File: config.mk
export PLATFORM = sky130hd
export DESIGN_NAME = clk_switch_ctrl
export DESIGN_NICKNAME = d
export VERILOG_FILES = /design/src/rtl/clk_switch_ctrl.sv
export SDC_FILE = /design/constraint.sdc
export NUM_CORES = 1
export LEC_CHECK = 0
export CAP_MARGIN = 25
export CELL_PAD_IN_SITES_DETAIL_PLACEMENT = 1
export CELL_PAD_IN_SITES_GLOBAL_PLACEMENT = 2
export CORE_ASPECT_RATIO = 0.75
export CORE_MARGIN = 1.5
export CORE_UTILIZATION = 30
export DETAILED_ROUTE_END_ITERATION = 8
export PLACE_DENSITY = 0.82
export SETUP_SLACK_MARGIN = 0.5
export SYNTH_ARGS = -nofsm -noshare
export SYNTH_HDL_FRONTEND = slang
export SYNTH_SLANG_ARGS = --single-unit
File: constraint.sdc
create_clock -name clk -period 1.9 [get_ports clk]
set_input_delay 0.38 -clock clk [delete_from_list [all_inputs] [get_ports clk]]
set_output_delay 0.38 -clock clk [all_outputs]
set_load 0.02 [all_outputs]
File: src/rtl/clk_switch_ctrl.sv
// clk_switch_ctrl: sequencer for a glitch-free two-source clock multiplexer.
// Accepts switch requests, checks target presence, drives the mux select,
// waits a settle window before reporting done, then enforces a dwell time.
// Optional feature: define CLK_SWITCH_AUTO_FAILOVER_EN to switch away from a
// lost source automatically when the other source is present.
module clk_switch_ctrl #(
    parameter int unsigned SETTLE_CYC = 8,
    parameter int unsigned HOLD_CYC   = 16,
    parameter int unsigned CW         = 5
) (
    input  logic clk,
    input  logic rst,
    input  logic req_valid,
    input  logic req_src,
    output logic req_ready,
    input  logic ok0,
    input  logic ok1,
    output logic sel,
    output logic cur_src,
    output logic busy,
    output logic done,
    output logic err
);

    typedef enum logic [1:0] {
        StIdle,
        StSettle,
        StHold
    } state_e;

    localparam logic [CW-1:0] SettleLoad = CW'(SETTLE_CYC - 1);
    localparam logic [CW-1:0] HoldLoad   = CW'(HOLD_CYC - 1);

    state_e        state_q, state_d;
    logic          sel_q, sel_d;
    logic          cur_q, cur_d;
    logic          done_q, done_d;
    logic          err_q, err_d;
    logic [CW-1:0] cnt_q, cnt_d;

    logic req_ok;   // presence of the requested source
    logic tgt_ok;   // presence of the source being switched to

    assign req_ok = req_src ? ok1 : ok0;
    assign tgt_ok = sel_q ? ok1 : ok0;

`ifdef CLK_SWITCH_AUTO_FAILOVER_EN
    logic cur_ok;
    logic alt_ok;
    assign cur_ok = cur_q ? ok1 : ok0;
    assign alt_ok = cur_q ? ok0 : ok1;
`endif

    // Next-state, select, counter and pulse logic.
    always_comb begin
        state_d = state_q;
        sel_d   = sel_q;
        cur_d   = cur_q;
        cnt_d   = cnt_q;
        done_d  = 1'b0;
        err_d   = 1'b0;
        unique case (state_q)
            StIdle: begin
                if (req_valid) begin
                    if (req_src == cur_q) begin
                        done_d = 1'b1;
                    end else if (!req_ok) begin
                        err_d = 1'b1;
                    end else begin
                        sel_d   = req_src;
                        cnt_d   = SettleLoad;
                        state_d = StSettle;
                    end
`ifdef CLK_SWITCH_AUTO_FAILOVER_EN
                end else if (!cur_ok && alt_ok) begin
                    // Current source lost and the other one is alive: fail over.
                    sel_d   = ~cur_q;
                    cnt_d   = SettleLoad;
                    state_d = StSettle;
`endif
                end
            end
            StSettle: begin
                if (!tgt_ok) begin
                    // Target vanished mid-switch: fall back to the confirmed source.
                    sel_d   = cur_q;
                    err_d   = 1'b1;
                    cnt_d   = HoldLoad;
                    state_d = StHold;
                end else if (cnt_q == '0) begin
                    done_d  = 1'b1;
                    cur_d   = sel_q;
                    cnt_d   = HoldLoad;
                    state_d = StHold;
                end else begin
                    cnt_d = cnt_q - 1'b1;
                end
            end
            StHold: begin
                if (cnt_q == '0) begin
                    state_d = StIdle;
                end else begin
                    cnt_d = cnt_q - 1'b1;
                end
            end
            default: begin
                state_d = StIdle;
            end
        endcase
    end

    // State registers with synchronous active-high reset.
    always_ff @(posedge clk) begin
        if (rst) begin
            state_q <= StIdle;
            sel_q   <= 1'b0;
            cur_q   <= 1'b0;
            cnt_q   <= '0;
            done_q  <= 1'b0;
            err_q   <= 1'b0;
        end else begin
            state_q <= state_d;
            sel_q   <= sel_d;
            cur_q   <= cur_d;
            cnt_q   <= cnt_d;
            done_q  <= done_d;
            err_q   <= err_d;
        end
    end

    assign req_ready = (state_q == StIdle) && !rst;
    assign busy      = (state_q != StIdle);
    assign sel       = sel_q;
    assign cur_src   = cur_q;
    assign done      = done_q;
    assign err       = err_q;

endmodule

* Word-level counts from Yosys, hierarchy flattened
Index checks and enable logic that the tools add are counted.
** Cells by class
- Reduce and logical (&&, ||, !) cells :: 11
- $add $sub $neg :: 1
- Multiplexer cells :: 31
- Equal/unequal tests :: 10
** Operator list (count)
- two-way mux 5 bit :: 6
- case mux 5 bit (3 select lines) :: 1
- AND reduction 5 bit :: 3
- two-way mux 1 bit :: 14
- two-way mux 2 bit :: 6
- inequality test 2 bit, second input constant :: 6
- case mux 1 bit (2 select lines) :: 3
- case mux 2 bit (3 select lines) :: 1
- logical NOT 5 bit :: 1
- subtractor 5 x 1 -> 5 bit, second input constant :: 1
- nonzero test 2 bit :: 2
- inequality test 3 bit, second input constant :: 1
- AND reduction 3 bit :: 1
- nonzero test 3 bit :: 1
- == test 2 x 1 -> 1 bit, second input constant :: 1
- == test 2 bit, second input constant :: 1
- logical NOT 2 bit :: 1
- == test 1 bit :: 1
- logical AND 1 bit :: 1
- logical NOT 1 bit :: 1
** Storage, ports and cells
- Bits of input ports :: 6
- Flip-flop bits (word level) :: 11
- Output and inout port bits :: 6

* Longest topological paths before layout
- Depth in word-level cells :: 5
- Depth in mapped cells :: 7
- Depth with buffers taken out :: 6

* Worst setup path after synthesis
No wires, ideal clock.
- Kind :: reg-to-reg
- Start point :: reg sel_q (netlist: sel)
- End point :: reg cnt_q[4]
- Required time :: 1.785 ns
- Data arrival time :: 1.417 ns
- Stages on the path, launching flop included :: 5
- Setup time :: 0.115 ns
- Setup slack :: 0.367 ns
- Cell sequence :: dfxtp_1 -> mux2_2 -> a21oi_1 -> o21ai_0 -> and3_1
** Between the ends
- Word-level cells in the longest chain between the ends :: 3
** RTL lines
- start: declaration :: RTL line 35 : logic sel_q, sel_d;
- start signal: assignment :: RTL line 123 : sel_q <= sel_d;
- two-way mux 1 bit :: RTL line 45 : assign tgt_ok = sel_q ? ok1 : ok0;
- two-way mux 5 bit :: RTL line 84 : if (!tgt_ok) begin
- case mux 5 bit (3 select lines) :: RTL line 62 : unique case (state_q)
- end signal: assignment :: RTL line 125 : cnt_q <= cnt_d;
- end: declaration :: RTL line 39 : logic [CW-1:0] cnt_q, cnt_d;
Every way passes these cells.
A chain may end at the register's enable or synchronous reset.

* Final worst setup path
- Start point :: reg state_q[0]
- End point :: out req_ready
** Between the ends
- Word-level cells in the longest chain between the ends :: 2
** RTL lines
- start: declaration :: RTL line 34 : state_e state_q, state_d;
- start signal: assignment :: RTL line 115 : state_q <= StIdle;
- start signal: assignment :: RTL line 122 : state_q <= state_d;
- logical NOT 2 bit :: RTL line 131 : assign req_ready = (state_q == StIdle) && !rst;
- logical AND 1 bit :: RTL line 131
- end: declaration :: RTL line 15 : output logic req_ready,
Every way passes these cells.

==> flow_metrics.env <==
export IMPL_status="complete, no violations"
export IMPL_grtUsageMet1_pct=27.8
export IMPL_final_hold_viol_count=0
export IMPL_max_slew_margin_pct=84.5
export IMPL_dr_pass1_iters=2
export IMPL_worstPathRequired_ns=1.52
export IMPL_numClockSinks=11
export IMPL_die_w_um=59.5
export IMPL_placed_area_sq_um=956
export IMPL_diodes=0
export IMPL_cts_root_buf="clkbuf_4"
export IMPL_wl_mm=2.48
export IMPL_multi_input_area_sq_um=557
export IMPL_clkSlewWorstSetupHoldPaths_ns=0.08
export IMPL_grt_overflow=0
export IMPL_yosys_top_cells_area="dfxtp_1, ha_1, mux2i_1"
export IMPL_nFillCells=283
export IMPL_seq_area_sq_um=233
export IMPL_ant_nets=0
export IMPL_synthDistinctLibCells=36
export IMPL_synth_fp_nets=91
export IMPL_cp_arrival_ns=1.12
export IMPL_yosys_area_top_type="dfxtp_1"
export IMPL_critPathMaxFanout=3
export IMPL_drive_gt1_share_pct=46.9
export IMPL_whs_path_depth=1
export IMPL_synth_seq_cells=11
export IMPL_grt_max_degree=13
export IMPL_yosys_warnings=0
export IMPL_initial_core_util_pct=31.4
export IMPL_grt_busiest_layer="met2"
export IMPL_cts_tree="yes"
export IMPL_ys_flop_type="dfxtp_1"
export IMPL_post_route_util_pct=50.1
export IMPL_rsz0062_at_grt="true"
export IMPL_min_from="cnt_q[4]$_SDFFE_PP0P_"
export IMPL_grt_usage_pct=21.0
export IMPL_antenna_found_initial=0
export IMPL_viasPerCell=5.20
export IMPL_period_minus_slack_ns=1.50
export IMPL_cp_end_kind="output port"
export IMPL_cts_hold_buf=0
export IMPL_post_route_cell_area_sq_mm=0.00115
export IMPL_r2r_end="cnt_q[3]$_SDFFE_PP0P_"
export IMPL_yosysSeqAreaShare_pct=30.7
export IMPL_cap_violations=0
export IMPL_syn_inst=80
export IMPL_drcViolationCount=0
export IMPL_grt_use_met3_pct=5.11
export IMPL_async_flop_share_pct=0
export IMPL_synth_edff_count=0
export IMPL_fin_setup_tns_ns=0
export IMPL_place_ws_ns=-0.0576
export IMPL_numPortBuffers=11
export IMPL_rrSetupSlack_ns=0.45
export IMPL_hp_class="register to register"
export IMPL_area_delta_synth_final_pct=59.6
export IMPL_setup_viol=0
export IMPL_hold_ws_ns=0.519
export IMPL_htreeDepth=1
export IMPL_drt_iter0_markers=24
export IMPL_clock_path_buffers=2
export IMPL_fin_total_pwr_mw=1.92
export IMPL_avgSynthCellArea_sq_um=8.98
export IMPL_fp_coreArea_sq_mm=0.00229
export IMPL_max_freq_mhz=669
export IMPL_io_pins=12
export IMPL_r2r_cells=7
export IMPL_period_share_pct=78.7
export IMPL_p_leak_nw=0.485
export IMPL_die_area_sq_mm=0.00270
export IMPL_fin_nets=125
export IMPL_start_kind="register"
export IMPL_stdcell_count=147
export IMPL_grt_pass1_wl_mm=4.11
export IMPL_gp_congestion=0.820
export IMPL_worstMarginPinSlew_ns=0.227
export IMPL_die_h_um=45.4
export IMPL_grt_pass1_vias=799
export IMPL_synth_top_area_share_pct=30.7
export IMPL_std_cell_rows=15
export IMPL_fin_ws_ns=0.404
export IMPL_fin_skew_ns=0.000561
export IMPL_syn_area_sq_um=718
export IMPL_holdPathEnd="cnt_q[4]$_SDFFE_PP0P_"
export IMPL_wl_per_cell_um=16.9
export IMPL_dpl_cell_count=132
export IMPL_grtUsageMet2_pct=36.0
export IMPL_final_max_slew_violation_count=0
export IMPL_clkLatencyLatePin_ns=0.27
export IMPL_dp_hpwl_mm=1.64
export IMPL_p_per_area_mw_per_mm2=1680
export IMPL_worstSetupPathType="register to output port"
export IMPL_timing_rr_start="cnt_q[0]$_SDFFE_PP0P_"
export IMPL_ir_drop_mv=0.732
export IMPL_vias=764
export IMPL_cts_buffers=3
-- cells in the final DEF (no fill, tap or decap), types with 2 or more instances in the layout --
| master | n |
|---|---|
| buf_4 | 17 |
| dlygate4sd2_1 | 7 |
| dfxtp_1 | 5 |
| nand3_1 | 4 |
| dfxtp_2 | 4 |
| buf_6 | 4 |
| inv_4 | 3 |
| mux2i_1 | 3 |
| nand2b_1 | 3 |
| a21oi_1 | 3 |
| ha_4 | 3 |
| clkbuf_4 | 3 |
| inv_2 | 2 |
| nand2_1 | 2 |
| nand4b_1 | 2 |
| inv_1 | 2 |
| o211a_1 | 2 |
| o31ai_1 | 2 |
| nand4_1 | 2 |
| o21ai_0 | 2 |
| o21ai_1 | 2 |
| dfxtp_4 | 2 |
-- critical path, cell delays in order (launching register included) --
cell     delay (ns)
dfxtp_4        0.37
inv_4          0.07
ha_4           0.14
inv_4          0.04
nor2_4         0.10
buf_6          0.13
-- flip-flops by register name (all words and copies together), names as in the netlist --
| name | count |
|---|---|
| cnt_q | 5 |
| state_q | 2 |
| cur_src | 1 |
| done | 1 |
| err | 1 |
| sel | 1 |
-- report_power, final --
group / internal [mW] / total (mW) / leakage (nW) / switching (mW)
clock: 0.0812 / 0.166 / 0.0150 / 0.0848
combinational: 0.693 / 1.36 / 0.377 / 0.664
sequential: 0.315 / 0.397 / 0.0930 / 0.0819
-- final cells by class --
cell class / instances / area share (%)
clock buffers: 4 / 2.29
inverters: 7 / 2.95
multi-input cells: 60 / 48.6
flip-flops and latches: 11 / 20.3
well taps: 34 / 3.71
repair buffers: 31 / 22.2
-- cell families (layout without fill, tap and decap cells) --
| group | Yosys count | in the layout | synth area share, % |
|---|---|---|---|
| AND/OR/NAND/NOR | 24 | 24 | 22.7 |
| buffers and inverters | 9 | 42 | 4.70 |
| flip-flops | 11 | 11 | 30.7 |
| XOR/XNOR | 1 | 1 | 1.22 |
| multiplexers | 4 | 4 | 5.75 |
| AO/OA/AOI/OAI | 26 | 26 | 26.3 |
| adder cells (fa/ha/maj) | 5 | 5 | 8.71 |
-- worst max-delay path by stage --
| stage | from | slack, ns | to |
|---|---|---|---|
| 6_report | state_q[0]$_SDFFE_PP0P_ | 0.40 | req_ready |
| 5_1_grt | state_q[1]$_SDFFE_PP0P_ | 0.36 | req_ready |
| 4_1_cts | state_q[0]$_SDFFE_PP0P_ | 0.40 | req_ready |
| 3_5_place_dp | rst | -0.06 | req_ready |
| 3_3_place_gp | rst | -0.06 | req_ready |
| 2_1_floorplan | sel$_SDFFE_PP0P_ | 0.47 | cnt_q[4]$_SDFFE_PP0P_ |
-- metal layers --
metal | up-vias | wire length [um] | part of all wire [%]
li1 | 377 | - | -
met1 | 382 | 1170 | 47
met2 | 3 | 1270 | 51
met5 | - | 0 | 0
met4 | 0 | 10 | 0.40
met3 | 2 | 28 | 1.1
-- cells in the mapped netlist, types with 2 or more instances --
| library cell | number |
|---|---|
| dfxtp_1 | 11 |
| inv_1 | 7 |
| ha_1 | 5 |
| o21ai_0 | 5 |
| a21oi_1 | 4 |
| nand3_1 | 4 |
| mux2i_1 | 3 |
| nand2b_1 | 3 |
| clkbuf_1 | 2 |
| nand2_1 | 2 |
| nand4_1 | 2 |
| nand4b_1 | 2 |
| nor2_1 | 2 |
| nor3_1 | 2 |
| o2111ai_1 | 2 |
| o211a_1 | 2 |
| o22ai_1 | 2 |
| o31ai_1 | 2 |
-- what timing repair did --
item / in CTS / in global routing
hold endpoints to repair: 0 / 0
gates resized for setup: 43 / 9
pin swaps: 9 / 3
buffers inserted: 9 / 2
gates cloned: 0 / 0
endpoints found under the setup margin: 16 / 12
(Power assumes the default switching activity.)
